**src/rtl/rst_gen.sv**
```systemverilog
// Reset generator: synchronized, debounced button plus a software handshake drive
// three domain resets that are released in order 0, 1, 2 after a stretch period.
module rst_gen #(
  parameter int STRETCH_CYC = 16,
  parameter int SEQ_GAP     = 4,
  parameter int DEB_CYC     = 8
) (
  input  logic clk_i,
  input  logic rst_n,
  input  logic btn_rst_n_i,
  input  logic sw_rst_req_i,
  output logic sw_rst_ack_o,
  output logic rst0_n_o,
  output logic rst1_n_o,
  output logic rst2_n_o,
  output logic busy_o
);

  localparam logic [7:0] LP_STRETCH = 8'(STRETCH_CYC);
  localparam logic [7:0] LP_GAP     = 8'(SEQ_GAP);
  localparam logic [7:0] LP_DEB_M1  = 8'(DEB_CYC - 1);

  typedef enum logic [2:0] {
    ST_ASSERT = 3'd0,
    ST_REL0   = 3'd1,
    ST_REL1   = 3'd2,
    ST_REL2   = 3'd3,
    ST_RUN    = 3'd4
  } state_t;

  logic       r_sync1, r_sync2, r_deb;
  logic [7:0] r_deb_cnt;
  state_t     r_state, w_state_nxt;
  logic [7:0] r_cnt, w_cnt_nxt;
  logic       r_pend, w_pend_nxt, w_ack_nxt;
  logic       w_rst0, w_rst1, w_rst2, w_busy;
  logic       w_accept;

  // Debounced level flips only after DEB_CYC consecutive samples at the new level
  always_ff @(posedge clk_i or negedge rst_n) begin
    if (!rst_n) begin
      r_sync1   <= 1'b1;
      r_sync2   <= 1'b1;
      r_deb     <= 1'b1;
      r_deb_cnt <= 8'd0;
    end else begin
      r_sync1 <= btn_rst_n_i;
      r_sync2 <= r_sync1;
      if (r_sync2 != r_deb) begin
        if (r_deb_cnt >= LP_DEB_M1) begin
          r_deb     <= r_sync2;
          r_deb_cnt <= 8'd0;
        end else begin
          r_deb_cnt <= r_deb_cnt + 8'd1;
        end
      end else begin
        r_deb_cnt <= 8'd0;
      end
    end
  end

  assign w_accept = (r_state == ST_RUN) && sw_rst_req_i && !sw_rst_ack_o && !r_pend;

  always_ff @(posedge clk_i or negedge rst_n) begin
    if (!rst_n) begin
      r_state      <= ST_ASSERT;
      r_cnt        <= LP_STRETCH;
      r_pend       <= 1'b0;
      sw_rst_ack_o <= 1'b0;
      rst0_n_o     <= 1'b0;
      rst1_n_o     <= 1'b0;
      rst2_n_o     <= 1'b0;
      busy_o       <= 1'b1;
    end else begin
      r_state      <= w_state_nxt;
      r_cnt        <= w_cnt_nxt;
      r_pend       <= w_pend_nxt;
      sw_rst_ack_o <= w_ack_nxt;
      rst0_n_o     <= w_rst0;
      rst1_n_o     <= w_rst1;
      rst2_n_o     <= w_rst2;
      busy_o       <= w_busy;
    end
  end

  // A press or an accepted request always restarts from a full stretch
  always_comb begin
    w_state_nxt = r_state;
    w_cnt_nxt   = r_cnt;
    if (!r_deb || w_accept) begin
      w_state_nxt = ST_ASSERT;
      w_cnt_nxt   = LP_STRETCH;
    end else begin
      case (r_state)
        ST_ASSERT: begin
          if (r_cnt <= 8'd1) begin
            w_state_nxt = ST_REL0;
            w_cnt_nxt   = LP_GAP;
          end else begin
            w_cnt_nxt = r_cnt - 8'd1;
          end
        end
        ST_REL0: begin
          if (r_cnt <= 8'd1) begin
            w_state_nxt = ST_REL1;
            w_cnt_nxt   = LP_GAP;
          end else begin
            w_cnt_nxt = r_cnt - 8'd1;
          end
        end
        // rst2 release and RUN entry coincide, so REL1 expiry lands directly in RUN
        ST_REL1: begin
          if (r_cnt <= 8'd1) begin
            w_state_nxt = ST_RUN;
          end else begin
            w_cnt_nxt = r_cnt - 8'd1;
          end
        end
        ST_REL2: w_state_nxt = ST_RUN;
        ST_RUN:  w_state_nxt = ST_RUN;
        default: begin
          w_state_nxt = ST_ASSERT;
          w_cnt_nxt   = LP_STRETCH;
        end
      endcase
    end
  end

  always_comb begin
    w_rst0     = (w_state_nxt != ST_ASSERT);
    w_rst1     = (w_state_nxt == ST_REL1) || (w_state_nxt == ST_REL2) || (w_state_nxt == ST_RUN);
    w_rst2     = (w_state_nxt == ST_RUN);
    w_busy     = (w_state_nxt != ST_RUN);
    w_pend_nxt = r_pend;
    w_ack_nxt  = sw_rst_ack_o;
    if (w_accept) begin
      w_pend_nxt = 1'b1;
    end
    // A request withdrawn before completion is forgotten once RUN is reached
    if ((r_state == ST_RUN) && r_pend && sw_rst_req_i) begin
      w_ack_nxt  = 1'b1;
      w_pend_nxt = 1'b0;
    end else if (((r_state == ST_RUN) || (w_state_nxt == ST_RUN)) && !sw_rst_req_i) begin
      w_pend_nxt = 1'b0;
    end
    if (sw_rst_ack_o && !sw_rst_req_i) begin
      w_ack_nxt = 1'b0;
    end
  end

endmodule

```
**config.mk**
```make
export PLATFORM = sky130hd
export DESIGN_NAME = rst_gen
export DESIGN_NICKNAME = d
export VERILOG_FILES = /design/src/rtl/rst_gen.sv
export SDC_FILE = /design/constraint.sdc
export NUM_CORES = 1
export LEC_CHECK = 0
export BUFFER_PORTS_ARGS = -buffer_cell sky130_fd_sc_hd__buf_2
export CELL_PAD_IN_SITES_DETAIL_PLACEMENT = 1
export CELL_PAD_IN_SITES_GLOBAL_PLACEMENT = 1
export CORE_AREA = 2 2 73 75
export CTS_CLUSTER_DIAMETER = 50
export DETAILED_ROUTE_END_ITERATION = 7
export DIE_AREA = 0 0 75 77
export PLACE_DENSITY = 0.63
export SLEW_MARGIN = 25
export SYNTH_ARGS = -nofsm -noshare
export SYNTH_HDL_FRONTEND = slang
export SYNTH_SLANG_ARGS = --single-unit
export TNS_END_PERCENT = 100
```
**constraint.sdc**
```tcl
create_clock -name clk_i -period 2.2 [get_ports clk_i]
set_clock_uncertainty 0.05 [all_clocks]
set_input_delay 0.11 -clock clk_i [delete_from_list [all_inputs] [get_ports clk_i]]
set_output_delay 0.11 -clock clk_i [all_outputs]
set_load 0.05 [all_outputs]
```
Word level (Yosys, flattened, before mapping)
Cells that the tools add are included.
Word-level totals
  memories: 0
  output and inout port bits: 5
  latch bits: 0
  logic and storage cells: 66
  flip-flop bits (word level): 28
  RAM bits: 0
  bits of input ports: 4
  ROM bits: 0
Operators by class
  reductions and logical operators: 23
  bitwise gates (word level): 0
  multiplexer cells: 16
  equality and inequality tests: 11
  multipliers: 0
  shifts and indexed selects: 0
  divide/modulo/power cells: 0
  add/sub/neg operators: 2
  $lt $le $gt $ge: 2
Operators by type and width (number)
  8-bit two-way mux: 5
  8-bit one-hot mux with 3 select lines: 1
  3-bit by 2-bit == test with 1-bit output (second input constant): 4
  3-bit two-way mux: 4
  3-bit one-hot mux with 4 select lines: 1
  8-bit by 1-bit adder with 8-bit output (second input constant): 1
  8-bit by 3-bit >= comparator with 1-bit output (second input constant): 1
  8-bit by 1-bit <= comparator with 1-bit output (second input constant): 1
  8-bit by 1-bit subtractor with 8-bit output (second input constant): 1
  1-bit logical AND: 7
  3-bit == test (second input constant): 2
  3-bit != test (second input constant): 2
  3-bit nonzero test: 2
  1-bit two-way mux: 5
  1-bit logical NOT: 4
  1-bit logical OR: 4
  2-bit AND reduction: 2
  2-bit OR reduction: 2
  3-bit by 1-bit == test with 1-bit output (second input constant): 1
  3-bit logical NOT: 1
  2-bit by 1-bit != test with 1-bit output (second input constant): 1
  2-bit nonzero test: 1
  1-bit != test: 1

Depth between registers and ports, before layout
Gate-level depths: netlist of run 1.
  depth in word-level cells: 11
  mapped depth: 8
  mapped depth without buffers: 7

Worst setup path after synthesis of run 1
Ideal clock, no wire load.
  path type: register to register
  start point: register r_cnt[0]
  end point: register r_cnt[2]
  cell stages (with the launch flop): 9
  setup slack: 0.319 ns
  setup time: 0.124 ns
  period minus slack after synthesis: 1.881 ns
  data required time: 2.026 ns
  buffers on the path: 1
  arrival: 1.707 ns
  cells stage by stage: dfrtp_1 inv_1 ha_1 or2_1 buf_6 a31oi_2 o21a_4 inv_2 a211o_1
Between the ends
  cells in the longest elaborated chain, start to end: 4
  elaborated cells on any way between the ends: 8
  those cells by class: 1 x add/sub; 1 x order compare; 1 x eq/ne; 4 x mux; 1 x reduce/logical
RTL lines
  from (decl): line 34  | logic [7:0] r_cnt, w_cnt_nxt;
  from (signal assigned): line 76  | r_cnt <= w_cnt_nxt;
  8-bit by 1-bit subtractor with 8-bit output or 8-bit by 1-bit <= comparator with 1-bit output (tied branches)
  8-bit two-way mux, on equally long branches: line 113, 96, 104
  8-bit one-hot mux with 3 select lines: line 94  | case (r_state)
  8-bit two-way mux: line 90  | if (!r_deb || w_accept) begin
Parallel ways exist; a longest one is shown, timed or not. The select of a mux whose other input is x is not followed.
A chain may end at the register's enable or synchronous reset.

Worst setup path in the final report of run 1
Ends and elaborated chain as after synthesis.

==> results of run 1 <==
## final cells by class
class / count / share of cell area
flip-flops and latches: 28 / 0.4284
multi-input cells: 100 / 0.4147
clock buffers: 4 / 0.03336
well taps: 70 / 0.05307
inverters: 7 / 0.01592
repair buffers: 14 / 0.05459
## cell usage after synthesis (2+ instances only)
cell | n | share of area
o21a_1 | 2 | 0.010
dfstp_2 | 5 | 0.091
or3_4 | 2 | 0.016
a31oi_1 | 2 | 0.0087
nor3b_1 | 4 | 0.021
mux2i_1 | 4 | 0.028
buf_2 | 2 | 0.0069
nand2_1 | 5 | 0.013
nor4_1 | 3 | 0.013
ha_1 | 3 | 0.026
o21ai_0 | 4 | 0.014
clkbuf_1 | 2 | 0.0052
nand3b_1 | 3 | 0.016
nand4_1 | 3 | 0.013
nand2b_1 | 3 | 0.013
a2111oi_1 | 2 | 0.014
nor2b_1 | 2 | 0.0087
o31ai_1 | 2 | 0.010
nand3_1 | 6 | 0.021
nor2_1 | 14 | 0.036
inv_1 | 6 | 0.016
dfrtp_1 | 23 | 0.40
a21oi_1 | 7 | 0.024
buf_4 | 2 | 0.010
nor3_1 | 3 | 0.010
## routing by layer
layer,up-vias,track usage,share of wire
li1,522,-,-
met3,4,0.02760,0.037
met2,23,0.2079,0.51
met1,558,0.1592,0.44
met5,-,0,0
met4,0,0.04464,0.017
## power groups by stage
stage | combinational, mW | sequential [mW] | clock (mW)
6_report | 0.664 | 0.704 | 0.312
5_1_grt | 0.739 | 0.722 | 0.348
4_1_cts | 0.657 | 0.705 | 0.328
3_5_place_dp | 0.649 | 0.716 | 0
3_3_place_gp | 0.635 | 0.709 | 0
2_1_floorplan | 0.514 | 0.710 | 0
## metrics by stage
stage	std cells	utilization
2_1_floorplan	142	-
3_3_place_gp	217	0.3155
3_5_place_dp	217	0.3155
4_1_cts	223	0.3306
5_1_grt	223	0.3316
6_report	223	0.3316
## repair_timing
item,4_1_cts,5_1_grt
hold buffers,2,0
endpoints found under the setup margin,0,1
endpoints found under the hold margin,24,0
resized for setup,0,1
## cell families after synthesis
| group | after synthesis |
|---|---|
| AOI/OAI and AO/OA | 29 |
| muxes | 5 |
| buffers and inverters | 14 |
| xor gates and xnor gates | 2 |
| adders and majority gates | 3 |
| and+or+nand+nor | 57 |
| DFF | 28 |
| other | 1 |
## worst max path at each step
stage               end     start
6_report       r_cnt[2]  r_cnt[0]
5_1_grt        r_cnt[2]  r_cnt[0]
4_1_cts        r_cnt[2]  r_cnt[0]
3_5_place_dp   r_cnt[2]  r_cnt[0]
3_3_place_gp   r_cnt[2]  r_cnt[0]
2_1_floorplan  r_cnt[2]  r_cnt[0]
## cells in the final DEF (no fill, tap or decap), types with 3 or more instances in the layout
cell type  count
nand2_1        5
inv_1          6
nor3_1         3
nand4_1        3
dfrtp_1       23
nor4_1         3
nand3_1        6
conb_1         4
nand3b_1       3
buf_4          4
nor3b_1        4
ha_1           3
clkbuf_8       4
nor2_1        14
nand2b_1       3
a21oi_1        7
mux2i_1        4
buf_2          8
o21ai_0        4
dfstp_2        5
## state kept, by name (all words and copies together), names as in the netlist
signal,cells
r_cnt,8
r_deb_cnt,8
r_state,3
busy_o,1
r_deb,1
r_pend,1
r_sync1,1
r_sync2,1
rst0_n_o,1
rst1_n_o,1
rst2_n_o,1
sw_rst_ack_o,1
## worst max-delay path: stages, from the launching register on
cell and delay, ns:
dfrtp_1 0.44, inv_1 0.08, ha_1 0.27, or2_1 0.32
a31oi_2 0.27, o21a_4 0.22, inv_2 0.05, a211o_1 0.28
==> impl_results.md, run 1 <==
* Flop pwr share at 0.419
* GPL Wtd Cong at 0.8749
* Worst VDD drop at approximately 0.00029 V
* Vias in the first global route at 1194
* Leakage at 0.7197 nW
* Iteration-0 DRC Markers at 69
* Synth Area in XOR/XNOR at 0.01212
* Power Internal at 1.025 mW
* Crit Path Category: reg2reg
* Num CTS Buffers at 3
* Post-CTS setup buffer count at 0
* Syn Std Cell Area at 1445 um^2
* Largest family of logic cells by synthesized area: simple AND/OR/NAND/NOR gates
* Post-synthesis mux area share at 0.03550
* Final global-route overflow total at 0
* Startpoint types: register
* Area growth syn-to-layout at 14.20%
* CP Capture Type: register
* Max-slew violations at 0
* Adder-Cell Fraction of Synth Area at 0.02597
* Via count at about 1100
* CP Data Arrival Time at 2.20 ns
* RSZ-0062 raised after global routing: no
* # setup viols final at 0
* Sequential cell area at 706.9 um^2
* Total Routed Length at 3199 um
* Switching part of the total at 0.3903
* Largest net degree at the start of global routing at 29
* Pre-Repair DR Iteration Count at 4
* Cell area after placement at 1570 um^2
* Actual slew at the worst max-slew pin at approximately 0.63 ns
* Hold depth at 2
* Via density at 4.964
* Fmax at 481.1 MHz
* Worst slack, placed at 0.1489 ns
* Total power at 1.681 mW
* Fin crit share at 0.9449
* Synth cell types at 50
* DIE AREA at 5775 um^2
* Max clock buf depth at 2
* Fill count at approximately 570
* HPWL after DPL at roughly 2400 um
* Power Density at 1019 nW/um^2
* Register-to-register setup slack at 0.12 ns
* Syn_area_per_cell at 10.40 um^2
* Simple-Gate Fraction of Synth Area at 0.2329
* H-tree Lvls at 1
* Req. time, crit path at around 2.3 ns
* DR DRC count at 0
* Final worst slack at around 0.12 ns
* Total negative slack at 0 ns
* Number of synthesized register bits at 28
* Hold Path Class: in2reg
* Capturing point of the worst reg2reg path: r_cnt[2]
* Multi-input gate area at 684.4 um^2
* # IOs at 9
* Outcome: complete, no violations
* FP Rows at 26
* CTS tree: built
* Initial antenna violation count at 0
* Layout cells sized above 1 at 0.2092
* Global-route wire length before repair at 5685 um
* CP Max Fanout at 6
* Mapped Cells at roughly 140
* ANT cells at 0
* Worst-path clk slew at 0.10 ns
* Hold_ws at between 0.05 and 0.06 ns
* Crit path time final at 2.079 ns
* Hold Fails Final Rpt at 0
* Combinational share of power at 0.395
* EDFF count, synth at 0
* Primary FF master, synth: dfrtp_1
* Reg2reg start: r_cnt[0]
* DIE WIDTH at roughly 75 um
* Clock tree sinks at 28
* IO buf count at 8
* Starting density of the core at 0.2903
* Warnings from Yosys at 0
* Part of the Yosys area used for sequential elements at 0.4892
* Root buffer cell: clkbuf_8
* Clk pwr share at 0.186
* Final antenna-violating net count at 0
* Post-synthesis compound-gate area fraction at 0.1532
* Psw at 0.6561 mW
* Worst relative slew slack at 0.5799
* Core area at approximately 5000 um^2
* GRT Util Overall at 0.1263
* WL/cell at 14.35 um
* DIE HEIGHT at 77 um
* Final instance area at 1650 um^2
* Hold Path Sink: sw_rst_ack_o
* Reg2reg path depth at 7
* Max-Cap Viols at 0
* Fin nets at 161
* Skew-Pair Late Insertion Delay at 0.27 ns
* Ys async rst share at 1.000
* HP Start: sw_rst_req_i
Note: power is estimated with default switching activity, not from simulation.
==> run 2: changes to the inputs <==
--- a/config.mk
+++ b/config.mk
@@ -5,14 +5,15 @@
 export SDC_FILE = /design/constraint.sdc
 export NUM_CORES = 1
 export LEC_CHECK = 0
+export ABC_AREA = 1
 export BUFFER_PORTS_ARGS = -buffer_cell sky130_fd_sc_hd__buf_2
 export CELL_PAD_IN_SITES_DETAIL_PLACEMENT = 1
 export CELL_PAD_IN_SITES_GLOBAL_PLACEMENT = 1
-export CORE_AREA = 2 2 73 75
+export CORE_AREA = 2 2 72 74
 export CTS_CLUSTER_DIAMETER = 50
 export DETAILED_ROUTE_END_ITERATION = 7
-export DIE_AREA = 0 0 75 77
-export PLACE_DENSITY = 0.63
+export DIE_AREA = 0 0 74 76
+export PLACE_DENSITY = 0.65
 export SLEW_MARGIN = 25
 export SYNTH_ARGS = -nofsm -noshare
 export SYNTH_HDL_FRONTEND = slang
==> constraint.sdc (replaced) <==
create_clock -name clk_i -period 2.2 [get_ports clk_i]
set_clock_uncertainty 0.05 [all_clocks]
set_input_delay 0.11 -clock clk_i [delete_from_list [all_inputs] [get_ports clk_i]]
set_output_delay 0.11 -clock clk_i [all_outputs]
set_load 0.01 [all_outputs]
==> run 2 against run 1 <==
Against the previous run: flip-flop and latch count unchanged; combinational power up 2%; synthesized cell count up 25%; final area down 0.23%; highest routed layer unchanged; critical path depth up 3; core utilization up 0.36 points; clock power up 34%; first-iteration DRC count down 65%.
==> impl_results.md, run 2 <==
* Outcome: complete, no violations (unchanged)
* CP delay by family, top: simple AND/OR/NAND/NOR gates (was compound AO/OA/AOI/OAI gates)
* Power Density at 1081 nW/um^2 (was 1019 nW/um^2)
* Vias in the first global route at 1205 (was 1194)
* Fin crit share at 0.8472 (was 0.9449)
* Ranking of synthesized cells by area: dfrtp_1 (40%), nand2_1 (11%), dfstp_2 (9.2%) (was dfrtp_1 (40%), dfstp_2 (9.1%), nor2_1 (3.6%))
* Most frequent cell after synthesis: nand2_1 (was dfrtp_1)
* Core area at 4912 um^2 (was 4977 um^2)
* Leading area contributor after synthesis: dfrtp_1 (unchanged)
* Resized cells post-CTS at 0 (unchanged)
* Starting density of the core at 0.2906 (was 0.2903)
* Biggest regs: r_cnt x8, r_deb_cnt x8, r_state x3 (unchanged)
* DIE WIDTH at 74 um (was 75 um)
* Worst slack, placed at 0.3646 ns (was 0.1489 ns)
* GRT Util Overall at 0.1263 (about the same)
* Max-slew violations at 0 (unchanged)
* Actual slew at the worst max-slew pin at 0.6129 ns (was 0.6302 ns)
* Syn_area_per_cell at 8.205 um^2 (was 10.40 um^2)
* Layout Cells excl Fill at 260 (was 223)
* Commonest non-fill, non-tap cell in the layout: nand2_1 (was dfrtp_1)
* Number of synthesized register bits at 28 (unchanged)
* Leakage at 0.8852 nW (was 0.7197 nW)
* Ys async rst share at 1.000 (unchanged)
* Via count at 1146 (was 1107)
* CP Data Arrival Time at 2.04 ns (was 2.20 ns)
* Synth cell types at 23 (was 50)
* Final global-route overflow total at 0 (unchanged)
* GPL Wtd Cong at 0.7798 (was 0.8749)
* CP Max Fanout at 12 (was 6)
* Total power at 1.780 mW (was 1.681 mW)
* IO buf count at 8 (unchanged)
* Reg2reg path depth at 10 (was 7)
* DIE HEIGHT at 76 um (was 77 um)
* Warnings from Yosys at 0 (unchanged)
* CTS tree: built (unchanged)
* Syn Std Cell Area at 1428 um^2 (was 1445 um^2)
* Commonest cells post-synth: nand2_1 (41), inv_1 (25), dfrtp_1 (23), nor2_1 (20), nand3_1 (17) (was dfrtp_1 (23), nor2_1 (14), a21oi_1 (7), inv_1 (6), nand3_1 (6))
* Crit Path Category: reg2reg (unchanged)
* WL/cell at 11.68 um (was 14.35 um)
* Fill count at 601 (was 573)
* Register-to-register setup slack at 0.34 ns (was 0.12 ns)
* RSZ-0062 raised after global routing: no (unchanged)
* Final antenna-violating net count at 0 (unchanged)
* Initial antenna violation count at 0 (unchanged)
* Hold Fails Final Rpt at 0 (unchanged)
* Worst-path clk slew at 0.10 ns (about the same)
* # setup viols final at 0 (unchanged)
* Max-Cap Viols at 0 (unchanged)
* HPWL after DPL at 2310 um (was 2436 um)
* Startpoint types: register (unchanged)
* Area growth syn-to-layout at 15.34% (was 14.20%)
* Pre-Repair DR Iteration Count at 2 (was 4)
* CP max-delay cell: dfrtp_1 (unchanged)
* Crit path time final at 1.864 ns (was 2.079 ns)
* Req. time, crit path at 2.38 ns (was 2.32 ns)
* Critical Path Max Stage Delay at 0.41 ns (was 0.44 ns)
* Critical Path Most Common Cell: nand2_1
* Clock tree sinks at 28 (unchanged)
* Iteration-0 DRC Markers at 24 (was 69)
* Reg2reg start: r_cnt[0] (unchanged)
* Worst Path Buf+Inv at 2 (unchanged)
* Skew-Pair Late Insertion Delay at 0.28 ns (was 0.27 ns)
* Placed insts at 254 (was 217)
* Synth top area share at 0.4032 (was 0.3983)
* Num CTS Buffers at 3 (unchanged)
* Capturing point of the worst reg2reg path: r_cnt[1] (was r_cnt[2])
* ANT cells at 0 (unchanged)
* Global-route wire length before repair at 5602 um (was 5685 um)
* Fmax at 536.5 MHz (was 481.1 MHz)
* Mapped Cells at 174 (was 139)
* FP Rows at 26 (unchanged)
* Commonest non-fill, non-tap cells in the layout: nand2_1 (41), inv_1 (25), dfrtp_1 (23) (was dfrtp_1 (23), nor2_1 (14), buf_2 (8))
* Crit-path cells: inv_1 > ha_1 > o21ai_0 > nor2_2 > nand3_2 > nand2_2 > nand2_4 > inv_2 > nand2_1 > nand2_1 (was inv_1 > ha_1 > or2_1 > a31oi_2 > o21a_4 > inv_2 > a211o_1)
* Via density at 4.408 (was 4.964)
* H-tree Lvls at 1 (unchanged)
* Final worst slack at 0.3361 ns (was 0.1213 ns)
* Hold depth at 3 (was 2)
* CP Capture Type: register (unchanged)
* HP Start: sw_rst_req_i (unchanged)
* Worst relative slew slack at 0.5914 (was 0.5799)
* Total negative slack at 0 ns (unchanged)
* EDFF count, synth at 0 (unchanged)
* Layout cells sized above 1 at 0.1579 (was 0.2092)
* Root buffer cell: clkbuf_8 (unchanged)
* Primary FF master, synth: dfrtp_1 (unchanged)
* DIE AREA at 5624 um^2 (was 5775 um^2)
* Worst VDD drop at 0.0003753 V (was 0.0002864 V)
* Total Routed Length at 3037 um (was 3199 um)
* Largest net degree at the start of global routing at 29 (unchanged)
* Fin nets at 198 (was 161)
* Hold Path Class: in2reg (unchanged)
* Part of the Yosys area used for sequential elements at 0.4952 (was 0.4892)
* Max clock buf depth at 2 (unchanged)
* Hold Path Sink: r_pend (was sw_rst_ack_o)
* # IOs at 9 (unchanged)
* DR DRC count at 0 (unchanged)
-- run 2: changes by cell type in the layout (fill, tap and decap cells not counted), moves of 4 or more --
| cell | before | now |
|---|---|---|
| nand2_1 | 5 | 41 |
| inv_1 | 6 | 25 |
| nor2_1 | 14 | 20 |
| nand3_1 | 6 | 17 |
| nor3b_1 | 4 | 0 |
| mux2i_1 | 4 | 0 |
| a21oi_1 | 7 | 3 |
| o21ai_0 | 4 | 9 |
| buf_4 | 4 | 0 |
| nand4_1 | 3 | 7 |
-- run 2: how the worst max path moves through the flow --
stage,start,depth (start not counted),end
after detailed placement,r_cnt[0],10,r_cnt[1]
final,r_cnt[0],10,r_cnt[1]
after floorplan,r_cnt[0],10,r_cnt[3]
after global placement,r_cnt[0],10,r_cnt[3]
after global routing,r_cnt[0],10,r_cnt[1]
after CTS,r_cnt[0],10,r_cnt[1]
-- run 2: tightest hold or removal path: stages --
cell,delay [ns]
buf_2,0.12
inv_1,0.06
a21oi_1,0.06
-- run 2: cell families after synthesis --
| logic type | after synthesis | synth area share |
|---|---|---|
| compound gates | 15 | 0.05960 |
| xor+xnor | 4 | 0.02454 |
| fa+ha+maj | 3 | 0.02630 |
| buf+inv | 28 | 0.07888 |
| flops | 28 | 0.4952 |
| other cells | 1 | 0.002627 |
| simple gates | 95 | 0.3129 |
-- run 2: power breakdown --
group          switching (mW)  internal, mW  total, mW  leakage, nW
logic                   0.439         0.236      0.675        0.491
clock network           0.173         0.244      0.417       0.0357
registers              0.0848         0.604      0.689        0.359
total                   0.696          1.08       1.78        0.885
-- run 2: per-stage QoR --
| step | hold WS, ns | area [um^2] | util |
|---|---|---|---|
| 5_1_grt | 0.06981 | 1647 | 0.3352 |
| 2_1_floorplan | -0.2356 | 1439 | - |
| 6_report | 0.04687 | 1647 | 0.3352 |
| 3_5_place_dp | 0.1165 | 1555 | 0.3166 |
| 3_3_place_gp | 0.1085 | 1555 | 0.3166 |
| 4_1_cts | 0.04214 | 1647 | 0.3352 |
-- run 2: layout make-up --
class | count | area, um^2 | share of cell area
Sequential cell | 28 | 706.9 | 0.4293
Multi-Input combinational cell | 121 | 619.3 | 0.3761
Inverter | 27 | 101.3 | 0.06155
Tap cell | 70 | 87.58 | 0.05319
Timing Repair Buffer | 10 | 60.06 | 0.03647
Clock buffer | 3 | 41.29 | 0.02508
Clock inverter | 1 | 30.03 | 0.01824
-- run 2: layer usage --
metal / global-route usage / share of wire / wire length, um
met5: 0 / 0 / 0
met4: 0.04364 / 0.014 / 42
met3: 0.01587 / 0.017 / 53
met2: 0.2036 / 0.48 / 1458
met1: 0.1729 / 0.49 / 1483
-- run 2: repair_timing --
| action | in CTS | in global routing |
|---|---|---|
| hold buffers | 2 | 0 |
| setup buffers | 0 | 0 |
| endpoints found under the hold margin | 24 | 0 |
